<file path="src/rtl/bit_serial_pkg.sv">
// Purpose: shared state encoding and frame constants for the bit-serial frame controller.
// Latency: n/a (types and constants only).
// Backpressure: n/a.
package bit_serial_pkg;

    typedef enum logic [1:0] {
        S_IDLE  = 2'd0,
        S_SHIFT = 2'd1,
        S_FLUSH = 2'd2,
        S_DONE  = 2'd3
    } state_t;

    // Idle cycles after the last product bit so the multiplier pipeline drains.
    localparam int FLUSH_CYCLES = 2;

endpackage

</file>
<file path="src/rtl/bit_serial_shift_reg.sv">
// Purpose: parallel-load shift register shifting right, with serial shift-in or MSB sign hold.
// Latency: load and shift take effect on the next rising edge; o_ser_out is bit 0.
// Backpressure: none; the owner decides when to load or shift.
module bit_serial_shift_reg #(
    parameter int W = 4
) (
    input  logic         clk,
    input  logic         reset,
    input  logic         i_load,
    input  logic [W-1:0] i_load_dat,
    input  logic         i_shift,
    input  logic         i_sign_hold,
    input  logic         i_ser_in,
    output logic         o_ser_out,
    output logic [W-1:0] o_par
);

    logic [W-1:0] r_dat;
    logic         w_top;

    // Sign hold replicates the MSB so an operand keeps streaming its sign bit.
    assign w_top = i_sign_hold ? r_dat[W-1] : i_ser_in;

    // Load has priority over shift; the register clears on reset.
    always_ff @(posedge clk or posedge reset) begin
        if (reset) begin
            r_dat <= '0;
        end else if (i_load) begin
            r_dat <= i_load_dat;
        end else if (i_shift) begin
            r_dat <= {w_top, r_dat[W-1:1]};
        end
    end

    assign o_ser_out = r_dat[0];
    assign o_par     = r_dat;

endmodule

</file>
<file path="src/rtl/bit_serial_frame_ctrl.sv">
// Purpose: serialises a signed operand pair LSB first to a bit-serial multiplier and collects its product.
// Latency: K+P_LAT shift cycles + FLUSH_CYCLES, then the product is held in DONE (optional self-check: BIT_SERIAL_SELF_CHECK_EN).
// Backpressure: in_ready only in IDLE; the product is held stable until out_valid && out_ready.
module bit_serial_frame_ctrl
    import bit_serial_pkg::*;
#(
    parameter int N     = 4,
    parameter int P_LAT = 0
) (
    input  logic           clk,
    input  logic           reset,
    input  logic           in_valid,
    output logic           in_ready,
    input  logic [N-1:0]   a,
    input  logic [N-1:0]   b,
    output logic           x,
    output logic           y,
    output logic           first_bit,
    output logic           last_bit,
    input  logic           p,
    output logic           out_valid,
    input  logic           out_ready,
    output logic [2*N-1:0] product,
    output logic           err
);

    localparam int K         = 2 * N;
    localparam int SHIFT_CYC = K + P_LAT;
    localparam int CW        = $clog2(SHIFT_CYC + 1);

    state_t        r_state;
    state_t        w_next;
    logic [CW-1:0] r_cnt;

    logic          w_accept;
    logic          w_shift_last;
    logic          w_flush_last;
    logic          w_ser_phase;
    logic          w_samp;
    logic          w_a_ser;
    logic          w_b_ser;
    logic [N-1:0]  w_unused_a_par;
    logic [N-1:0]  w_unused_b_par;
    logic          w_unused_p_ser;
    logic [K-1:0]  w_prod;

    assign w_accept     = (r_state == S_IDLE) && in_valid;
    assign w_shift_last = (r_cnt == CW'(SHIFT_CYC - 1));
    assign w_flush_last = (r_cnt == CW'(FLUSH_CYCLES - 1));
    // Operand bits are only meaningful for the first K cycles of SHIFT.
    assign w_ser_phase  = (r_state == S_SHIFT) && (int'(r_cnt) < K);
    // Product bit i arrives P_LAT cycles after operand bit i.
    assign w_samp       = (r_state == S_SHIFT) && (int'(r_cnt) >= P_LAT);

    // State register.
    always_ff @(posedge clk or posedge reset) begin
        if (reset) begin
            r_state <= S_IDLE;
        end else begin
            r_state <= w_next;
        end
    end

    // Next-state decode for the frame sequence.
    always_comb begin
        w_next = r_state;
        unique case (r_state)
            S_IDLE:  if (in_valid)              w_next = S_SHIFT;
            S_SHIFT: if (w_shift_last)          w_next = S_FLUSH;
            S_FLUSH: if (w_flush_last)          w_next = S_DONE;
            S_DONE:  if (out_ready)             w_next = S_IDLE;
            default:                            w_next = S_IDLE;
        endcase
    end

    // Output decode; x/y are forced low outside the serial phase.
    always_comb begin
        in_ready  = 1'b0;
        last_bit  = 1'b1;
        out_valid = 1'b0;
        first_bit = 1'b0;
        x         = 1'b0;
        y         = 1'b0;
        unique case (r_state)
            S_IDLE:  in_ready = 1'b1;
            S_SHIFT: begin
                last_bit  = 1'b0;
                first_bit = (r_cnt == '0);
                x         = w_ser_phase & w_a_ser;
                y         = w_ser_phase & w_b_ser;
            end
            S_FLUSH: last_bit  = 1'b0;
            S_DONE:  out_valid = 1'b1;
            default: in_ready  = 1'b0;
        endcase
    end

    // Cycle counter within SHIFT/FLUSH; restarts on every state change.
    always_ff @(posedge clk or posedge reset) begin
        if (reset) begin
            r_cnt <= '0;
        end else if (r_state != w_next) begin
            r_cnt <= '0;
        end else if ((r_state == S_SHIFT) || (r_state == S_FLUSH)) begin
            r_cnt <= r_cnt + 1'b1;
        end
    end

    // Operands are captured at accept, so later a/b changes cannot disturb the frame.
    bit_serial_shift_reg #(.W(N)) u_sr_a (
        .clk        (clk),
        .reset      (reset),
        .i_load     (w_accept),
        .i_load_dat (a),
        .i_shift    (w_ser_phase),
        .i_sign_hold(1'b1),
        .i_ser_in   (1'b0),
        .o_ser_out  (w_a_ser),
        .o_par      (w_unused_a_par)
    );

    bit_serial_shift_reg #(.W(N)) u_sr_b (
        .clk        (clk),
        .reset      (reset),
        .i_load     (w_accept),
        .i_load_dat (b),
        .i_shift    (w_ser_phase),
        .i_sign_hold(1'b1),
        .i_ser_in   (1'b0),
        .o_ser_out  (w_b_ser),
        .o_par      (w_unused_b_par)
    );

    // Product bits enter at the MSB; after K samples bit 0 holds the first one.
    bit_serial_shift_reg #(.W(K)) u_sr_p (
        .clk        (clk),
        .reset      (reset),
        .i_load     (w_accept),
        .i_load_dat ('0),
        .i_shift    (w_samp),
        .i_sign_hold(1'b0),
        .i_ser_in   (p),
        .o_ser_out  (w_unused_p_ser),
        .o_par      (w_prod)
    );

    assign product = w_prod;

`ifdef BIT_SERIAL_SELF_CHECK_EN
    logic [K-1:0]        r_expect;
    logic                r_err;
    logic signed [K-1:0] w_mul;

    assign w_mul = K'($signed(a)) * K'($signed(b));

    // Reference product captured at accept; mismatch latched on the edge entering DONE.
    always_ff @(posedge clk or posedge reset) begin
        if (reset) begin
            r_expect <= '0;
            r_err    <= 1'b0;
        end else begin
            if (w_accept) begin
                r_expect <= w_mul;
            end
            if ((r_state == S_FLUSH) && w_flush_last && (w_prod != r_expect)) begin
                r_err <= 1'b1;
            end
        end
    end

    assign err = r_err;
`else
    assign err = 1'b0;
`endif

endmodule

</file>
<file path="config.mk">
export PLATFORM = sky130hd
export DESIGN_NAME = bit_serial_frame_ctrl
export DESIGN_NICKNAME = d
export VERILOG_FILES = /design/src/rtl/bit_serial_pkg.sv /design/src/rtl/bit_serial_shift_reg.sv /design/src/rtl/bit_serial_frame_ctrl.sv
export SDC_FILE = /design/constraint.sdc
export NUM_CORES = 1
export LEC_CHECK = 0
export ABC_AREA = 1
export CORE_ASPECT_RATIO = 0.9
export CORE_MARGIN = 3
export CORE_UTILIZATION = 48
export CTS_CLUSTER_SIZE = 25
export DETAILED_ROUTE_END_ITERATION = 7
export GPL_TIMING_DRIVEN = 1
export PLACE_DENSITY = 0.8
export SKIP_LAST_GASP = 1
export SLEW_MARGIN = 20
export SYNTH_ARGS = -nofsm -noshare
export SYNTH_HDL_FRONTEND = slang
export SYNTH_SLANG_ARGS = --single-unit
</file>
<file path="constraint.sdc">
create_clock -name clk -period 1.9 [get_ports clk]
set_clock_uncertainty 0.2 [all_clocks]
set_input_delay 0.57 -clock clk [delete_from_list [all_inputs] [get_ports clk]]
set_output_delay 0.57 -clock clk [all_outputs]
set_load 0.01 [all_outputs]
</file>
# == After elaboration in Yosys (flattened, before gate mapping) ==
# Index checks and enable logic that the tools add are counted.
# totals
ff_bits,22
latch_bits,0
mem_bits_rw,0
rom_bits,0
in_bits,13
output_inout_bits,15
wordCells,45
n_memories,0
# classes
addsub,1
n_mul,0
n_div,0
order_cmp,1
n_eq_ne,6
shift,0
mux,19
bitwise,2
reduce_logical,9
# ops
op,count
4-bit 2-to-1 mux,4
8-bit 2-to-1 mux,2
2-bit 2-to-1 mux,4
2-bit one-hot mux with 4 select lines,1
1-bit 2-to-1 mux,6
3-bit 2-to-1 mux,2
2-bit nonzero test,3
"4-bit by 1-bit adder with 4-bit output, second input constant",1
"2-bit equality test, second input constant",2
"4-bit by 1-bit equality test with 1-bit output, second input constant",1
"4-bit by 3-bit equality test with 1-bit output, second input constant",1
4-bit zero test,1
"4-bit < comparator, second input constant",1
1-bit bitwise AND,2
"2-bit by 1-bit equality test with 1-bit output, second input constant",1
1-bit logical AND,2
2-bit zero test,1
2-bit != test,1
2-bit OR reduction,1
1-bit logical OR,1

# == Logic depth before layout (Yosys ltp) ==
# logic_depth
word_depth,5
ltp_mapped,11

# == Modules after synthesis ==
# Synthesis repeated with hierarchy kept, for this count alone.
# hier_totals
hier_cells,186
area_unflattened_um2,1340.0
# modules_own_cells
mod,n_inst,cells_per_inst,area_per_inst_um2,seq_area_each_um2
bit_serial_frame_ctrl,1,73,519.2,150.1
bit_serial_shift_reg (u_sr_a ...),2,29,209.0,100.1
bit_serial_shift_reg (u_sr_p),1,55,402.9,200.2

# == Worst setup path before layout ==
# Ideal clock, no wire load.
# synth_timing
path_type,reg-to-output
startpoint,register r_state[1]
endpoint,output port x
arrival_ns,1.046
slack_ns,0.084
stages_incl_launch_ff,5
path_buffers,0
cell_sequence,dfrtp_1 -> inv_2 -> ha_1 -> nand2_1 -> nor2_1
# synth_via
elab_chain_len,4
# synth_rtl
item,line,source
start: declaration,bit_serial_frame_ctrl.sv:31,state_t r_state;
start signal: assignment,bit_serial_frame_ctrl.sv:60,r_state <= w_next;
2-bit by 1-bit equality test with 1-bit output *,"bit_serial_frame_ctrl.sv:51, bit_serial_frame_ctrl.sv:84",
1-bit logical AND,bit_serial_frame_ctrl.sv:51,assign w_ser_phase = (r_state == S_SHIFT) && (int'(r_cnt) < K);
1-bit bitwise AND,bit_serial_frame_ctrl.sv:89,x = w_ser_phase & w_a_ser;
1-bit 2-to-1 mux *,bit_serial_frame_ctrl.sv:84,unique case (r_state)
end: declaration,bit_serial_frame_ctrl.sv:16,"output logic x,"
# Every way passes the cells marked *; elsewhere a longest branch is shown, timed or not.

# == Worst setup path after layout ==
# layout_timing
startpoint,register r_state[0]
endpoint,output port y
# layout_via
elab_chain_len,4
# layout_rtl
item,line,source
2-bit by 1-bit equality test with 1-bit output *,"bit_serial_frame_ctrl.sv:51, bit_serial_frame_ctrl.sv:84",
1-bit logical AND,bit_serial_frame_ctrl.sv:51,
1-bit bitwise AND,bit_serial_frame_ctrl.sv:90,y = w_ser_phase & w_b_ser;
1-bit 2-to-1 mux *,bit_serial_frame_ctrl.sv:84,
end: declaration,bit_serial_frame_ctrl.sv:17,"output logic y,"
# Marked as above.

==> impl_metrics.toml <==
[global_route]
first_global_vias = 1146
gr-usage-met3_pct = 3.171
pin_count_of_the_biggest_net_entering_global_routing = 23
grt_pass1_wl_mm = 4.988
grt_busiest_layer = "met2"
grt_antenna_before_repair = 0
groute.layer.met2.usage_pct = 38.29
grt.overflow.total = 0
grt_use_total_pct = 21.50
global_route.usage.met1_pct = 25.30

[cells_and_area]
antennaDiodeCount = 0
final_cell_area_um2 = 1735
syn_to_final_growth_pct = 46.62
fin_nets = 215
layout_cells_sized_above_1_pct = 32.99

[die]
die_height_um = 53.11
initial_utilization_pct = 52.32
core_area_um2 = 2262
design.die.area_um2 = 3099
io_pins = 28
floorplan.rows = 16
width_of_the_die_um = 58.35

[worst_setup_path]
critPathArrivalTime_ps = 1280
worstSetupEndpointType = "primary output"
critPathLaunchType = "flip-flop"
list_of_cells_traversed_by_the_critical_path = "buf_6 -> ha_4 -> nand2_4 -> nor2_2 -> buf_2"
path_delay_family = "flip-flops"
cp_slowest_cell = "sky130_fd_sc_hd__dfrtp_1"
startpoint_of_the_worst_slack_reg_to_reg_timing_path = "r_state[0]"
path_class = "flip-flop to primary output"
cp.required_ps = 1130
crit_buf_inv = 2
timing.critical_path.slowest_cell_delay_ps = 440
cp_max_fo = 3
timing.critical_path.from = "r_state[0]"

[synthesis]
number_of_warnings_reported_in_the_yosys_synthesis_log = 0
synth-seq-area-share_pct = 46.51
synth.net_count = 163
ys_top_cells_by_area = "sky130_fd_sc_hd__dfrtp_1 47%, sky130_fd_sc_hd__ha_1 7.4%, sky130_fd_sc_hd__o21ai_0 6.8%, sky130_fd_sc_hd__nand2_1 6.7%, sky130_fd_sc_hd__inv_1 6.0%"
synth_seq_cells = 22
avgSynthCellArea_um2 = 8.277
synth.distinct_cells = 21
biggest_area_consumer_among_synthesized_cells = "sky130_fd_sc_hd__dfrtp_1"
synth_top_area_share_pct = 46.51
synth_cells = 143
syn_area_um2 = 1184

[routing]
final_antenna_net_count = 0
wl_per_cell_um = 13.18
drt_pre_antenna_iters = 4
count_of_vias_placed_by_the_detailed_router = 1138
drtIter0Drc = 34
drc_errors = 0
finalWirelength_mm = 2.913
detail_route.vias_per_cell = 5.149

[power]
irDropWorstVdd_uv = 1293
p_switching_mw = 1.178
leakagePower_nw = 0.8775
part_of_the_total_power_dissipated_in_the_clock_network_pct = 9.5
sequential_share_of_power_pct = 27.1
internal_power_mw = 1.586
pwr_density_cell_nw_per_um2 = 1593
share_comb_of_total_power_pct = 63.3
power_switching_share_pct = 42.61

[placed_design]
dp_slack_ps = -290.1
buffer_ports.inserted = 26
gpl.final_weighted_congestion = 0.8389
detailed_place_hpwl_mm = 2.049
dpl-instance-area_um2 = 1612

[clock_network]
tritoncts.num_buffers = 3
cts.sinks = 22
worst_setup_hold_path_clk_slew_ps = 120
max-clock-path-buffers = 2
tritoncts = "built"
clock_tree.htree_level_count = 1
clock_latency_ps = 320
cts_root_buf = "sky130_fd_sc_hd__clkbuf_4"

[run]
cap_violations = 0

[sta]
fmaxAchievable_ghz = 0.4871
worst_slack_ps = -152.8
final-hold-violation-count = 0
setup-violations-final = 5
final_max_slew_viol_count = 0
min_period_over_period_pct = 108.0
rsz0062_at_grt = "yes"
timing.final.crit_period_ps = 2053

[min_path]
hold_start = "u_sr_a.o_par[3]"
worstHoldPathType = "flip-flop to flip-flop"

[run_status]
failing_checks = "negative setup slack"
run_status = "finished, violations left"
## through the flow
| step | power (mW) | setup TNS, ps | util [%] | hold slack [ps] | std cells |
|---|---|---|---|---|---|
| after floorplan | 1.608 | 0 | - | 237.4 | 143 |
| after global placement | 2.213 | -1463 | 71.24 | 260.5 | 213 |
| after detailed placement | 2.270 | -1803 | 71.24 | 266.8 | 213 |
| after CTS | 2.592 | -1024 | 74.39 | 299.8 | 221 |
| after global routing | 3.005 | -1113 | 76.71 | 325.5 | 221 |
| final | 2.764 | -646.7 | 76.71 | 293.9 | 221 |
## final timing paths
kind                                         to  slack (ps)  depth (start not counted)
worst max-delay path                          y        -150                          5
worst min-delay path            u_sr_a.o_par[3]         290                          2
worst max register to register         r_cnt[0]          50                         11
worst min register to register  u_sr_a.o_par[3]         290                          2
max in group asynchronous       u_sr_b.o_par[3]         890                          3
min in group asynchronous              r_cnt[1]         380                          3
## final cells by class
type,count,area (µm²)
Inverter,21,78.83
Multi-Input combinational cell,94,593.1
Sequential cell,22,550.5
Clock buffer,4,36.28
Tap cell,27,33.78
Fill cell,174,526.8
Timing Repair Buffer,53,442.9
## sequential cells by signal, summed over array words and instances (netlist names)
name	count
u_sr_p.o_par	8
u_sr_b.o_par	4
u_sr_a.o_par	4
r_cnt	4
r_state	2
## cell usage after synthesis
| cell type | number |
|---|---|
| sky130_fd_sc_hd__nand2_1 | 21 |
| sky130_fd_sc_hd__nand3_1 | 13 |
| sky130_fd_sc_hd__nand4_1 | 1 |
| sky130_fd_sc_hd__a21oi_1 | 8 |
| sky130_fd_sc_hd__inv_1 | 19 |
| sky130_fd_sc_hd__conb_1 | 1 |
| sky130_fd_sc_hd__xnor2_1 | 1 |
| sky130_fd_sc_hd__o21ai_1 | 1 |
| sky130_fd_sc_hd__a31oi_1 | 2 |
| sky130_fd_sc_hd__o21ai_0 | 16 |
| sky130_fd_sc_hd__xor2_1 | 2 |
| sky130_fd_sc_hd__inv_2 | 2 |
| sky130_fd_sc_hd__nor2_1 | 14 |
| sky130_fd_sc_hd__buf_4 | 4 |
| sky130_fd_sc_hd__nand2_2 | 3 |
| sky130_fd_sc_hd__buf_2 | 1 |
| sky130_fd_sc_hd__dfrtp_1 | 22 |
| sky130_fd_sc_hd__ha_1 | 7 |
| sky130_fd_sc_hd__nand3_2 | 3 |
| sky130_fd_sc_hd__clkbuf_1 | 1 |
| sky130_fd_sc_hd__o21ai_2 | 1 |
## worst register-to-register path: cells and delay by family (launching register included)
family	cells	cell delay, ps
AND/OR/NAND/NOR	7	590
flip-flops	1	440
buffers and inverters	3	420
adder cells (fa/ha/maj)	1	170
## cell usage in the layout, fill, tap and decap left out, drive strengths merged
cell type,netlist,layout
dlygate4sd2,0,8
nand3,16,16
xnor2,1,1
clkdlybuf4s50,0,12
clkbuf,1,4
a31oi,2,2
nor2,14,14
dfrtp,22,22
inv,21,21
a21oi,8,8
nand4,1,1
conb,1,1
o21ai,18,18
buf,5,33
xor2,2,2
nand2,24,24
ha,7,7
## power by group through the flow
stage,Clock [mW],Combinational [mW],Sequential [mW]
after floorplan,0,0.821,0.787
after global routing,0.287,1.95,0.770
after detailed placement,0,1.51,0.760
after CTS,0.270,1.58,0.745
final,0.264,1.75,0.749
after global placement,0,1.46,0.750
## what timing repair did
action                                  in CTS  in global routing
pin swaps                                    3                 10
setup buffers                                4                  1
endpoints found under the setup margin      14                 11
resized for setup                           43                 15
hold buffers                                 0                  0
hold endpoints to repair                     0                  0
## logic make-up after synthesis
| group | after synthesis | synth area share, % |
|---|---|---|
| flip-flops | 22 | 46.51 |
| adder cells (fa/ha/maj) | 7 | 7.399 |
| XOR/XNOR | 3 | 2.220 |
| AND/OR/NAND/NOR | 55 | 21.25 |
| buffers and inverters | 27 | 9.936 |
| AO/OA/AOI/OAI | 28 | 12.37 |
| other | 1 | 0.3168 |
## metal layers
| metal | wire, µm | vias to the layer above |
|---|---|---|
| li1 | - | 559 |
| met1 | 1248 | 545 |
| met2 | 1492 | 27 |
| met3 | 110 | 7 |
| met4 | 61 | 0 |
| met5 | 0 | - |
(Power assumes the default switching activity.)
